[src/rtl/key_event_pkg.sv]
// Shared types and constants for the key_event click/long-press classifier.
package key_event_pkg;

  localparam int unsigned CNT_W              = 26;
  localparam int unsigned LONG_CNT_DEFAULT   = 50_000_000;
  localparam int unsigned DBL_CNT_DEFAULT    = 15_000_000;
  localparam int unsigned REPEAT_CNT_DEFAULT = 5_000_000;

  typedef enum logic [2:0] {
    IDLE   = 3'd0,
    PRESS1 = 3'd1,
    WAIT2  = 3'd2,
    PRESS2 = 3'd3,
    LONG   = 3'd4
  } state_t;

endpackage

[src/rtl/key_event_timer.sv]
// Saturating up-counter with a terminal-count flag against one of two parameter limits.
module key_event_timer
  import key_event_pkg::*;
#(
  parameter int unsigned TC_A = 1,
  parameter int unsigned TC_B = 1
) (
  input  logic clk,
  input  logic rst,
  input  logic clr,
  input  logic en,
  input  logic sel,
  output logic tc_c
);

  logic [CNT_W-1:0] cnt;

  // Holds at all-ones so a forgotten timer never wraps into a false terminal count.
  always_ff @(posedge clk) begin
    if (rst || clr) begin
      cnt <= '0;
    end else if (en && (cnt != '1)) begin
      cnt <= cnt + CNT_W'(1);
    end
  end

  assign tc_c = (cnt == (sel ? CNT_W'(TC_B - 1) : CNT_W'(TC_A - 1)));

endmodule

[src/rtl/key_event.sv]
// Classifies debounced key events into single/double click, long press and optional
// auto-repeat. Define KEY_EVENT_REPEAT_EN to enable repeat_pulse while long-held.
module key_event
  import key_event_pkg::*;
#(
  parameter int unsigned LONG_CNT   = LONG_CNT_DEFAULT,
  parameter int unsigned DBL_CNT    = DBL_CNT_DEFAULT,
  parameter int unsigned REPEAT_CNT = REPEAT_CNT_DEFAULT
) (
  input  logic clk,
  input  logic rst,
  input  logic key_flag,
  input  logic key_state,
  output logic single_click,
  output logic double_click,
  output logic long_press,
  output logic repeat_pulse,
  output logic busy
);

  localparam longint unsigned CNT_SPAN = 64'd1 << CNT_W;

  if ((LONG_CNT < 2) || (DBL_CNT < 2) || (REPEAT_CNT < 2) ||
      (64'(LONG_CNT) > CNT_SPAN) || (64'(DBL_CNT) > CNT_SPAN) ||
      (64'(REPEAT_CNT) > CNT_SPAN)) begin : g_cfg_err
    $error("key_event: counts must lie in [2, 2**CNT_W]");
  end

  state_t state, state_nx;
  logic   press_c, release_c;
  logic   tc_c, clr_c;
  logic   single_nx, double_nx, long_nx, repeat_nx;

  assign press_c   = key_flag & ~key_state;
  assign release_c = key_flag &  key_state;
  assign clr_c     = (state_nx != state);

  // One shared state timer; the compare limit follows the state that is timing.
  key_event_timer #(
    .TC_A (LONG_CNT),
    .TC_B (DBL_CNT)
  ) u_state_tmr (
    .clk  (clk),
    .rst  (rst),
    .clr  (clr_c),
    .en   (1'b1),
    .sel  (state == WAIT2),
    .tc_c (tc_c)
  );

  always_comb begin
    state_nx  = state;
    single_nx = 1'b0;
    double_nx = 1'b0;
    long_nx   = 1'b0;
    unique case (state)
      IDLE: begin
        if (press_c) state_nx = PRESS1;
      end
      PRESS1: begin
        if (release_c) begin
          state_nx = WAIT2;
        end else if (tc_c) begin
          state_nx = LONG;
          long_nx  = 1'b1;
        end
      end
      WAIT2: begin
        if (press_c) begin
          state_nx = PRESS2;
        end else if (tc_c) begin
          state_nx  = IDLE;
          single_nx = 1'b1;
        end
      end
      PRESS2: begin
        if (release_c) begin
          state_nx  = IDLE;
          double_nx = 1'b1;
        end
      end
      LONG: begin
        if (release_c) state_nx = IDLE;
      end
      default: state_nx = IDLE;
    endcase
  end

`ifdef KEY_EVENT_REPEAT_EN
  logic rep_tc_c;

  // Restarts on entry to LONG and after every repeat pulse.
  key_event_timer #(
    .TC_A (REPEAT_CNT),
    .TC_B (REPEAT_CNT)
  ) u_repeat_tmr (
    .clk  (clk),
    .rst  (rst),
    .clr  ((state != LONG) | rep_tc_c),
    .en   (1'b1),
    .sel  (1'b0),
    .tc_c (rep_tc_c)
  );

  assign repeat_nx = (state == LONG) & ~release_c & rep_tc_c;
`else
  assign repeat_nx = 1'b0;
`endif

  always_ff @(posedge clk) begin
    if (rst) begin
      state        <= IDLE;
      single_click <= 1'b0;
      double_click <= 1'b0;
      long_press   <= 1'b0;
      repeat_pulse <= 1'b0;
      busy         <= 1'b0;
    end else begin
      state        <= state_nx;
      single_click <= single_nx;
      double_click <= double_nx;
      long_press   <= long_nx;
      repeat_pulse <= repeat_nx;
      busy         <= (state_nx != IDLE);
    end
  end

endmodule

[config.mk]
export PLATFORM = sky130hd
export DESIGN_NAME = key_event
export DESIGN_NICKNAME = d
export VERILOG_FILES = /design/src/rtl/key_event_pkg.sv /design/src/rtl/key_event_timer.sv /design/src/rtl/key_event.sv
export SDC_FILE = /design/constraint.sdc
export NUM_CORES = 1
export LEC_CHECK = 0
export ABC_AREA = 1
export CORE_UTILIZATION = 35
export CTS_BUF_LIST = sky130_fd_sc_hd__clkbuf_8
export DETAILED_ROUTE_END_ITERATION = 6
export GPL_ROUTABILITY_DRIVEN = 1
export SYNTH_ARGS = -nofsm -noshare
export SYNTH_HDL_FRONTEND = slang
export SYNTH_HIERARCHICAL = 1
export SYNTH_SLANG_ARGS = --single-unit
export TNS_END_PERCENT = 50
[constraint.sdc]
create_clock -name clk -period 6.24 [get_ports clk]
set_clock_uncertainty 0.05 [all_clocks]
set_input_delay 1.248 -clock clk [delete_from_list [all_inputs] [get_ports clk]]
set_output_delay 1.248 -clock clk [all_outputs]
set_load 0.005 [all_outputs]
* After elaboration in Yosys (flattened, before gate mapping)
Index checks and enable logic that the tools add are counted.
** Word-level totals
- Bits in registers :: 33
- Input port bits :: 4
- Logic and storage cells :: 37
** Cells by class
- Add/sub/neg operators :: 1
- Eq/ne operators :: 7
- Muxes and demuxes :: 10
- Bitwise gates (word level) :: 6
- Reductions and logical operators :: 7
** Operator list (count)
- $add A26 B1 Y26 const B :: 1
- $eq A26 B26 Y1 :: 1
- $mux W26 :: 1
- $ne A26 B26 Y1 const B :: 1
- $mux W3 :: 6
- $pmux W3 S4 :: 1
- $eq A3 B2 Y1 const B :: 2
- $reduce_or A3 Y1 :: 2
- $not A1 Y1 :: 4
- $reduce_or A2 Y1 :: 2
- $eq A3 B1 Y1 const B :: 1
- $eq A3 B3 Y1 const B :: 1
- $logic_not A3 Y1 :: 1
- $ne A3 B3 Y1 :: 1
- $reduce_bool A3 Y1 :: 1
- $and A1 B1 Y1 :: 2
- $mux W1 :: 2
- $logic_or A1 B1 Y1 :: 1

* Logic depth before layout (Yosys ltp)
- Depth after elaboration :: 8
- Depth in mapped cells :: 19

* Cells and area by module
Netlist, hierarchy kept.
** Modules (own cells, without submodules)
- key_event_timer :: times used 1, cells an instance 276, area an instance 1725.4 um^2
- key_event :: times used 1, cells an instance 60, area an instance 391.6 um^2

* Least setup slack after synthesis
OpenSTA, ideal clock, no wires.
- Kind :: input -> register
- Start point :: input key_flag
- End point :: register u_state_tmr.cnt[23]
- Library setup time :: 0.064 ns
- Arrival :: 2.339 ns
- Required time :: 6.126 ns
- Setup slack :: 3.787 ns
- Cell stages on the path :: 12
- Path buffers :: 1
- Path through :: nand2_1 inv_1 nor2_1 nand2_1 nand3_2 nand2_1 nand2_1 nand2_1 nor2_1 buf_2 nand2_1 nor2_1
** Between the ends
- Cells in the longest elaborated chain, start to end :: 5
- Elaborated cells between the ends (all ways) :: 9
** RTL lines
- from (decl) :: line key_event.sv:12 : input logic key_flag,
- $and A1 B1 Y1 (on tied branches) :: line key_event.sv:35, key_event.sv:34
- $mux W3 (on tied branches)
- $pmux W3 S4 * :: line key_event.sv:56 : unique case (state)
- $ne A3 B3 Y1 * :: line key_event.sv:36 : assign clr_c = (state_nx != state);
- via clr_c :: line key_event.sv:31 : logic tc_c, clr_c;
- $logic_or A1 B1 Y1 * :: line key_event_timer.sv:20 : if (rst || clr) begin
- to (signal assigned) :: line key_event_timer.sv:23 : cnt <= cnt + CNT_W'(1);
- to (decl) :: line key_event_timer.sv:16 : logic [CNT_W-1:0] cnt;
Mark *: on every way through the listed nets, which the timed path passes. The rest lies on a longest branch.
A chain may end at the register's enable or synchronous reset.

* Worst setup path in the final report
- Start point :: input key_flag
- End point :: register u_state_tmr.cnt[21]
The elaborated chain is that of the path after synthesis.

==> flow_summary.ini <==
[routing]
vias_per_cell = 4.94
vias = 2054
drt-initial-drc-count = 96
wire_per_inst_microns = 11.7
firstDrtPassIters = 5
drc = 0
ant_nets = 0
totalWireLength_mm = 4.88

[finish]
area_delta_synth_final_pct = 8.69
antenna_cells = 0
drive_gt1_share_pct = 11.6
fin_nets = 349

[pwr]
seqPwrFrac_pct = 53.5
powerDensity_nw_per_um2 = 174
power_frac_comb_pct = 6.5
sw_frac_of_total_pct = 23.2
power.total_mw = 0.400
vdd_drop_max_mv = 0.0785
switching_power_mw = 0.0928
internal_power_mw = 0.307
p_leak_nw = 0.905
pwr-share-clk_pct = 40.1

[outcome]
status = completed

[timing]
maxSlewViolCount = 0
fin_ws_ps = 2990
slew_headroom_pct = 54.8
min_period_ps = 3250
finalSetupViolCount = 0
finalHoldViolations = 0
tns_ps = 0
finalCritPeriodShare_pct = 52.0
max_freq_ghz = 0.308
worst_slew_pin_slew_ps = 676
rsz0062_at_grt = no

[placement]
hpwl_mm = 3.75
port_buffers = 7
post-place-ws_ps = 2690
finalWeightedCongestion = 0.858

[clock_network]
clk-insertion-delay-late_ps = 280
htree_num_levels = 2
cts_made_buffers = 5
cts_resized = 0
cts-root-buf = clkbuf_8
clock_path_buffers = 2
cts_tree = done
cts_setup_buffers = 0
cts_sinks = 33
postCtsHoldBufs = 0
path_clk_slew_ps = 70

[floorplanning]
row_count = 27
start_util_pct = 37.3
die_y_microns = 79.8
ios = 9
die_w_microns = 79.8
core_area_sq_um = 5680
die_area_sq_um = 6360

[synthesis]
synth-seq-cells = 33
syn-cell-area_sq_um = 2120
synth-warning-count = 6
synthCells = 336
avgSynthCellArea_sq_um = 6.30
synthDistinctLibCells = 27
yosysSeqAreaShare_pct = 31.2

[worst_setup_path]
critPathArrivalTime_ps = 3420
end_kind = flip-flop
required_ps = 6420
worstSetupStartpointType = input port
critPathKind = in2reg
crit_fanout = 13

[global_routing]
first_global_vias = 1955
globalRouteOverflowTotal = 0
grtUsageTotal_pct = 17.7
antenna_found_initial = 0
grt_pass1_wl_mm = 8.78
grt_max_degree = 24

[hold_path]
worstHoldPathType = reg2reg

[run]
cap_violations = 0
==> registers in the layout, indices dropped and copies added, names as in the netlist <==
signal and flops:
long_press 1, single_click 1, state 3, u_state_tmr/cnt 26, double_click 1, busy 1
==> power by group through the flow <==
stage,clock network [mW],logic (mW),registers (mW)
2_1_floorplan,0,0.0197,0.218
6_report,0.160,0.0258,0.214
3_3_place_gp,0,0.0250,0.218
3_5_place_dp,0,0.0254,0.219
4_1_cts,0.168,0.0254,0.214
5_1_grt,0.179,0.0302,0.214
==> stage by stage <==
step                      hold WS (ps)  utilization [%]  area, sq um  instances
after detailed placement           446             39.0         2210        409
after global placement             437             39.0         2210        409
after CTS                          456             40.5         2300        416
after floorplan                    420                -         2120        337
final                              452             40.5         2300        416
after global routing               482             40.5         2300        416
==> per-layer routing <==
layer | up-vias | track usage, % | wire length (microns)
met5 | - | 0 | 0
met4 | 0 | 7.68 | 93
met3 | 9 | 3.09 | 208
met2 | 43 | 29.4 | 2280
met1 | 918 | 22.4 | 2300
li1 | 1084 | - | -
==> worst max-delay path, stage by stage <==
cell and delay [ps]:
clkdlybuf4s50_1 490, nand2_1 130, inv_1 130, nand3_1 130
nand3_2 110, nor2_1 50, nor2_1 80, nand2_1 50
nor2_1 530, buf_4 320, nand2_1 70, nor2_1 80
==> final cells by class <==
cell class | count | area, sq um
Tap cell | 72 | 90.1
Fill cell | 610 | 3370
Timing Repair Buffer | 8 | 77.6
Inverter | 38 | 143
Multi-Input combinational cell | 258 | 1240
Sequential cell | 33 | 661
Clock buffer | 6 | 82.6
Clock inverter | 1 | 3.75
==> cell usage after synthesis, drive strengths merged <==
cell type | n | area share (%)
xor2 | 1 | 0.41
nor3 | 4 | 0.95
o31ai | 1 | 0.35
buf | 8 | 3.5
o2111ai | 1 | 0.41
dfxtp | 33 | 31
nand3 | 40 | 11
nor2 | 71 | 15
nand3b | 1 | 0.35
nor4 | 3 | 0.89
nand2 | 98 | 19
a21oi | 19 | 4.5
nand4 | 8 | 2.4
conb | 2 | 0.35
o21ai | 6 | 1.4
a31oi | 1 | 0.30
inv | 38 | 6.7
ha | 1 | 0.59
==> final timing paths <==
check,from,endpoint,slack [ps],cells past startpoint
worst min-delay path,u_state_tmr/cnt[1],u_state_tmr/cnt[1],450,2
worst min register to register,u_state_tmr/cnt[1],u_state_tmr/cnt[1],450,2
worst max-delay path,key_flag,u_state_tmr/cnt[21],2990,12
worst max register to register,u_state_tmr/cnt[0],u_state_tmr/cnt[21],3080,18
==> kinds of logic (layout without fill, tap and decap cells) <==
logic type | Yosys count | in the layout | share of synthesized area (%)
flip-flops | 33 | 33 | 31.2
adder cells (fa/ha/maj) | 1 | 1 | 0.591
AND/OR/NAND/NOR | 225 | 225 | 50.2
AO/OA/AOI/OAI | 28 | 28 | 6.97
XOR/XNOR | 1 | 1 | 0.414
buffers and inverters | 46 | 53 | 10.2
other | 2 | 3 | 0.355
==> cells in the final DEF, fill, tap and decap left out, drive strengths merged <==
cell	count
nand2	98
nor2	71
nand3	40
inv	39
dfxtp	33
a21oi	19
nand4	8
clkdlybuf4s50	7
clkbuf	6
o21ai	6
nor3	4
nor4	3
conb	3
o31ai	1
o2111ai	1
xor2	1
a31oi	1
nand3b	1
ha	1
buf	1
Power figures use the tool's default switching activity.
